--- config.mk ---
export PLATFORM = sky130hd
export DESIGN_NAME = deco_scan_seq
export DESIGN_NICKNAME = d
export VERILOG_FILES = /design/src/rtl/deco_scan_pkg.sv /design/src/rtl/deco_scan_seq_dwell_timer.sv /design/src/rtl/deco_scan_seq.sv
export SDC_FILE = /design/constraint.sdc
export NUM_CORES = 1
export LEC_CHECK = 0
export ABC_AREA = 1
export CAP_MARGIN = 5
export CORE_AREA = 2 2 91 67
export CTS_CLUSTER_SIZE = 20
export DETAILED_ROUTE_END_ITERATION = 8
export DIE_AREA = 0 0 93 69
export SLEW_MARGIN = 15
export SYNTH_ARGS = -nofsm -noshare
export SYNTH_HDL_FRONTEND = slang
export SYNTH_SLANG_ARGS = --single-unit
--- constraint.sdc ---
create_clock -name clk -period 1.77 [get_ports clk]
set_clock_uncertainty 0.1 [all_clocks]
set_input_delay 0.354 -clock clk [delete_from_list [all_inputs] [get_ports clk]]
set_output_delay 0.354 -clock clk [all_outputs]
set_load 0.03 [all_outputs]
--- src/rtl/deco_scan_pkg.sv ---
// Shared types and constants for the 3-bit decoder scan sequencer.
package deco_scan_pkg;

  typedef enum logic [1:0] {
    IDLE  = 2'd0,
    SCAN  = 2'd1,
    BLANK = 2'd2
  } state_t;

  localparam int POS_W = 3;
  localparam int NUM_POS = 8;
  localparam logic [POS_W-1:0] LAST_POS = 3'd7;

  function automatic logic [POS_W-1:0] pos_inc(input logic [POS_W-1:0] p);
    return p + 3'd1;
  endfunction

endpackage

--- src/rtl/deco_scan_seq_dwell_timer.sv ---
// Loadable dwell down-counter; saturates at zero and reports both the
// current and the next-cycle zero condition.
module dwell_timer #(
  parameter int W = 8
) (
  input  logic         clk,
  input  logic         rst,
  input  logic         load,
  input  logic         count,
  input  logic [W-1:0] load_val,
  output logic         zero,
  output logic         zero_next
);

  logic [W-1:0] r_cnt;
  logic [W-1:0] w_cnt_next;

  // next count: load wins, otherwise decrement while non-zero
  always_comb begin
    w_cnt_next = r_cnt;
    if (load) begin
      w_cnt_next = load_val;
    end else if (count && (r_cnt != '0)) begin
      w_cnt_next = r_cnt - W'(1);
    end else begin
      w_cnt_next = r_cnt;
    end
  end

  // count register
  always_ff @(posedge clk) begin
    if (rst) begin
      r_cnt <= '0;
    end else begin
      r_cnt <= w_cnt_next;
    end
  end

  assign zero      = (r_cnt == '0);
  assign zero_next = (w_cnt_next == '0);

endmodule

--- src/rtl/deco_scan_seq.sv ---
// Scan sequencer driving a 3x8 decoder through positions 0..7 with a
// programmable dwell. Optional blank cycle between positions: DECO_SCAN_BLANK_EN.
module deco_scan_seq
  import deco_scan_pkg::*;
#(
  parameter int DWELL_W = 8,
  parameter int NUM_POS = 8
) (
  input  logic               clk,
  input  logic               rst,
  input  logic               start,
  input  logic               stop,
  input  logic               cont,
  input  logic [DWELL_W-1:0] dwell,
  output logic               x,
  output logic               y,
  output logic               z,
  output logic               en,
  output logic               busy,
  output logic               frame_done
);

  localparam logic [POS_W-1:0] W_LAST = 3'(NUM_POS - 1);

  state_t             r_state;
  state_t             w_state_next;
  logic [POS_W-1:0]   r_pos;
  logic [POS_W-1:0]   w_pos_next;
  logic [DWELL_W-1:0] r_dwell;
  logic [DWELL_W-1:0] w_dwell_next;
  logic               r_cont;
  logic               w_cont_next;
  logic               w_load;
  logic               w_count;
  logic [DWELL_W-1:0] w_load_val;
  logic               w_zero;
  logic               w_zero_next;
  logic [POS_W-1:0]   r_code;
  logic               r_en;
  logic               r_busy;
  logic               r_frame_done;

  dwell_timer #(.W(DWELL_W)) u_timer (
    .clk      (clk),
    .rst      (rst),
    .load     (w_load),
    .count    (w_count),
    .load_val (w_load_val),
    .zero     (w_zero),
    .zero_next(w_zero_next)
  );

  // next-state, position and timer control
  always_comb begin
    w_state_next = r_state;
    w_pos_next   = r_pos;
    w_dwell_next = r_dwell;
    w_cont_next  = r_cont;
    w_load       = 1'b0;
    w_count      = 1'b0;
    w_load_val   = r_dwell;
    if (stop) begin
      w_state_next = IDLE;
      w_pos_next   = 3'd0;
      w_load       = 1'b1;
      w_load_val   = '0;
    end else begin
      case (r_state)
        IDLE: begin
          if (start) begin
            w_state_next = SCAN;
            w_pos_next   = 3'd0;
            w_dwell_next = dwell;
            w_cont_next  = cont;
            w_load       = 1'b1;
            w_load_val   = dwell;
          end else begin
            w_state_next = IDLE;
          end
        end
        SCAN: begin
          if (!w_zero) begin
            w_count = 1'b1;
          end else if ((r_pos == W_LAST) && !r_cont) begin
            w_state_next = IDLE;
            w_pos_next   = 3'd0;
            w_load       = 1'b1;
            w_load_val   = '0;
          end else begin
            w_pos_next = pos_inc(r_pos);
`ifdef DECO_SCAN_BLANK_EN
            w_state_next = BLANK;
`else
            w_state_next = SCAN;
            w_load       = 1'b1;
`endif
          end
        end
        BLANK: begin
`ifdef DECO_SCAN_BLANK_EN
          // position already advanced while blanked; start its dwell now
          w_state_next = SCAN;
          w_load       = 1'b1;
`else
          w_state_next = IDLE;
          w_pos_next   = 3'd0;
`endif
        end
        default: begin
          w_state_next = IDLE;
          w_pos_next   = 3'd0;
        end
      endcase
    end
  end

  // state, latched configuration and registered outputs
  always_ff @(posedge clk) begin
    if (rst) begin
      r_state      <= IDLE;
      r_pos        <= 3'd0;
      r_dwell      <= '0;
      r_cont       <= 1'b0;
      r_code       <= 3'd0;
      r_en         <= 1'b0;
      r_busy       <= 1'b0;
      r_frame_done <= 1'b0;
    end else begin
      r_state      <= w_state_next;
      r_pos        <= w_pos_next;
      r_dwell      <= w_dwell_next;
      r_cont       <= w_cont_next;
      r_code       <= w_pos_next;
      r_en         <= (w_state_next == SCAN);
      r_busy       <= (w_state_next != IDLE);
      r_frame_done <= (w_state_next == SCAN) && (w_pos_next == W_LAST) && w_zero_next;
    end
  end

  assign x          = r_code[2];
  assign y          = r_code[1];
  assign z          = r_code[0];
  assign en         = r_en;
  assign busy       = r_busy;
  assign frame_done = r_frame_done;

endmodule

# [Word level (Yosys, flattened, before mapping)]
# Cells that the tools add are included.
[classes] bitwise_logic=1 add_sub_neg=2 eq_ne=4 reduce_logical=12 mux=24
[ops] op="$mux 8" n=6
[ops] op="$logic_not 8->1" n=2
[ops] op="$pmux 8 s2" n=1
[ops] op="$mux 3" n=4
[ops] op="$mux 1" n=8
[ops] op="$reduce_bool 8->1" n=1
[ops] op="$sub 8x1->8 const B" n=1
[ops] op="$eq 3x3->1 const B" n=2
[ops] op="$pmux 3 s2" n=1
[ops] op="$eq 2x1->1 const B" n=2
[ops] op="$logic_and 1x1->1" n=4
[ops] op="$mux 2" n=2
[ops] op="$pmux 2 s2" n=1
[ops] op="$add 3x1->3 const B" n=1
[ops] op="$reduce_and 3->1" n=1
[ops] op="$logic_not 2->1" n=1
[ops] op="$pmux 1 s2" n=1
[ops] op="$reduce_and 2->1" n=1
[ops] op="$reduce_bool 2->1" n=1
[ops] op="$logic_not 1->1" n=1
[ops] op="$not 1->1" n=1
[word_totals] out_inout_bits=6 ff_bits=25 elab_cells=51 inputBits=13

# [Depth between registers and ports, before layout]
[logic_depth] ltp_word=9 ltp_mapped=15 depth_no_buf=15

# [Modules after synthesis]
# From an unflattened synthesis, not the netlist that was laid out.
[unflattened] hier_cells=239 hier_area_um2=1625.3
[by_module_without_submodules] mod="deco_scan_seq" cells_per_inst=129 area_each_um2=940.9 seq_area_each_um2=340.3 instances=1
[by_module_without_submodules] mod="dwell_timer" cells_per_inst=110 area_each_um2=684.4 seq_area_each_um2=160.2 instances=1

# [Worst setup path after synthesis]
# OpenSTA, ideal clock, no wires.
[synth_path] path_type="flip-flop to flip-flop" startpoint="register r_code[0] (netlist name)" endpoint="register r_frame_done (netlist: frame_done)" n_path_buf=0 t_arrival_ns=1.695 setup_slack_ns=-0.087 period_less_slack_ns=1.857 path_stages_with_launch=15 cell_sequence="dfxtp_1 ha_1 ha_1 inv_1 nor2_1 nand2_2 nand2_2 nand2_2 nand2_1 nand2_1 nand2_1 nand2_1 nor2_1 nand2_1 nor2_2"
[synth_rtl] item="end signal: assignment" line_no="deco_scan_seq.sv:136" text="r_frame_done <= (w_state_next == SCAN) && (w_pos_next == W_LAST) && w_zero_next;"
[synth_rtl] item="end: declaration" line_no="deco_scan_seq.sv:41" text="logic r_frame_done;"

# [Final worst setup path]
[layout_path] startpoint="register r_frame_done (netlist: frame_done)" endpoint="output frame_done"
[layout_rtl] item="end: declaration" line_no="deco_scan_seq.sv:20" text="output logic frame_done"
# No word-level cell between the ends.

==> flow_summary.toml <==
[synthesis]
ys_seq_area_frac = 0.312
synthFlopType = "dfxtp_1"
postSynthCellCount = 241
syn-num-nets = 258
synth_compound_area_frac = 0.160
synthMostInstantiatedCell = "nand2_1"
synthTopCellsByCount = "nand2_1 (62), dfxtp_1 (25), nor2_1 (24)"
yosys.area.top_type_share = 0.312
syn_area_sq_mm = 0.00161
synth-seq-cells = 25
post_synth_and_or_nand_nor_area_fraction = 0.392
synthXorXnorAreaFrac = 0.0164
synthAdderAreaFrac = 0.0312
syn_area_per_cell_sq_um = 6.67
synth-edff-count = 0
synth.area.top_cells = "dfxtp_1 (31%), nand2_1 (14%), nor2_1 (5.6%)"
synth.distinct_cells = 34
yosysWarningCount = 0
synth_top_family_by_area = "simple AND/OR/NAND/NOR gates"
synthMuxAreaShare = 0.00623
synth_top_cell_by_area = "dfxtp_1"
synth-async-reset-ratio = 0

[cts]
cts_tree = "done"
clkLatencyLatePin_ns = 0.27
cts_root_buf = "clkbuf_8"
holdBufCountCts = 0
cts_sinks = 25
clkTransAtPathRegs_ns = 0.09
cts.htree.levels = 1
numCtsBuffers = 3
cts_max_path_buffers = 2

[power_and_ir_drop]
power_density_mw_per_mm2 = 591
p_int_mw = 0.911
p_comb_frac = 0.277
p_clk_frac = 0.258
vdd_drop_max_v = 0.000520
p_seq_frac = 0.465
p_switching_mw = 0.401
p_leak_nw = 1.01
swShare = 0.306

[drt]
drc = 0
wl_per_cell_um = 10.8
wirelength_um = 3920
first_pass_iters = 4
drtIter0Drc = 52
via_per_inst = 4.38
antenna_left = 0
vias = 1584

[status]
status = "completed"

[sta]
period_share = 0.967
whs_ns = 0.389
slew_violations = 0
rsz0062_at_grt = "true"
finalHoldViolCount = 0
fmax_ghz = 0.584
setup_viol = 0
fin_crit_ns = 1.71

[global_route]
grt_usage = 0.125
antenna_found_initial = 0
grtUsageMet3 = 0.0262
grt_pass1_wl_um = 6660
grt_use_met1 = 0.190
grt_pass1_vias = 1468
top_usage_layer = "met1"
gr-total-overflow = 0
use_met2 = 0.184
grt_max_degree = 16

[critical_path]
path_class = "reg -> out"
reg2reg_to = "frame_done$_SDFF_PP0_"
rrSetupSlack_ns = 0.09
max_stage_delay_ns = 0.67
startpoint_type = "register"
worst-path-stages = 1
crit_path_cell_trace = "clkdlybuf4s50_1"
path_buf_inv = 1
cp-startpoint = "frame_done$_SDFF_PP0_"
cp_top_family = "buffers and inverters"
arrival_ns = 1.26
worstPathMaxFanout = 1
worstPathRequired_ns = 1.32
slowest_stage = "clkdlybuf4s50_1"
crit_end = "frame_done"
regToRegStartpoint = "u_timer.r_cnt[1]$_SDFF_PP0_"
worst-r2r-cell-count = 11
crit_path_end_kind = "primary output"

[floorplanning]
die_w_um = 93
dieArea_sq_mm = 0.00642
start_util = 0.291
ios = 19
rows = 23
die_h_um = 69
core-area_sq_mm = 0.00553

[finish]
design.final.nets = 305
area_growth_pct = 38.2
diodes = 0
final_area_sq_mm = 0.00222
drive_gt1_frac = 0.307

[flow_run]
maxCapViolCount = 0

[place]
dp_hpwl_um = 3030
gp_congestion = 0.840
placed_area_sq_mm = 0.00204
port_buffers = 18

[hold_path]
hold_class = "reg -> reg"
-- worst min-delay path: stages, from the launching register on --
cell	delay (ns)
dfxtp_1	0.31
inv_1	0.07
a21oi_1	0.06
-- metal layers --
metal / share of wire / vias to the layer above
met5: 0 / -
met2: 0.42 / 27
met1: 0.54 / 692
met3: 0.035 / 5
met4: 0.0066 / 0
li1: - / 860
-- how the worst min path moves through the flow --
stage	endpoint	depth (start not counted)	startpoint
final	r_dwell[1]$_SDFFE_PP0P_	2	r_dwell[1]$_SDFFE_PP0P_
after detailed placement	r_dwell[1]$_SDFFE_PP0P_	2	r_dwell[1]$_SDFFE_PP0P_
after global placement	r_dwell[1]$_SDFFE_PP0P_	2	r_dwell[1]$_SDFFE_PP0P_
after CTS	r_dwell[1]$_SDFFE_PP0P_	2	r_dwell[1]$_SDFFE_PP0P_
after floorplan	r_cont$_SDFFE_PP0P_	2	r_cont$_SDFFE_PP0P_
after global routing	r_dwell[1]$_SDFFE_PP0P_	2	r_dwell[1]$_SDFFE_PP0P_
-- per-stage QoR --
step	power [mW]	TNS (ns)	utilization	cells	setup WS, ns
finish	1.31	0	0.402	362	0.0576
global route	1.40	-0.0363	0.402	362	-0.0363
CTS	1.29	0	0.377	357	0.00734
detailed placement	0.955	-1.32	0.369	353	-0.287
global placement	0.952	-1.42	0.369	353	-0.305
floorplan	0.844	0	-	241	0.0466
-- registers in the layout (all words and copies together), names as in the netlist --
name,cells
en,1
r_code,3
r_cont,1
frame_done,1
u_timer.r_cnt,8
busy,1
r_state,2
r_dwell,8
-- cells by family (layout without fill, tap and decap cells) --
group	Yosys count	after routing
multiplexers	1	1
other	1	1
adder cells (fa/ha/maj)	4	4
flip-flops	25	25
XOR/XNOR	3	3
AND/OR/NAND/NOR	130	130
buffers and inverters	33	79
AO/OA/AOI/OAI	44	44
-- final cells by class --
cell class / instances / area [sq um]
tap: 75 / 93.8
fill: 608 / 3310
inverter: 29 / 111
sequential: 25 / 509
multi-input combinational: 183 / 1060
clock buffer: 4 / 45.0
timing repair buffer: 46 / 403
-- placed cells by master (no fill, tap or decap), drive strengths merged, types with 4 or more instances in the layout --
cell type      instances
o21ai                 19
nor2                  32
clkbuf                 5
a21oi                 16
ha                     4
a211oi                 5
nand3                 17
inv                   29
or2                    5
dfxtp                 25
clkdlybuf4s50         13
nand2                 71
buf                   27
-- timing repair --
action                     4_1_cts  5_1_grt
hold endpoints to repair         0        0
pin swaps                        0       15
setup buffers                    0        5
gates cloned                     0        1
setup endpoints to repair        4        7
gates resized for setup          4       35
-- power by group through the flow --
| stage | Clock [mW] | Sequential (mW) | Combinational (mW) |
|---|---|---|---|
| after detailed placement | 0 | 0.621 | 0.334 |
| after CTS | 0.351 | 0.607 | 0.336 |
| after global routing | 0.372 | 0.615 | 0.410 |
| final | 0.339 | 0.611 | 0.363 |
| after floorplan | 0 | 0.620 | 0.225 |
| after global placement | 0 | 0.621 | 0.331 |
No activity file was read; power rests on OpenSTA's default activity.
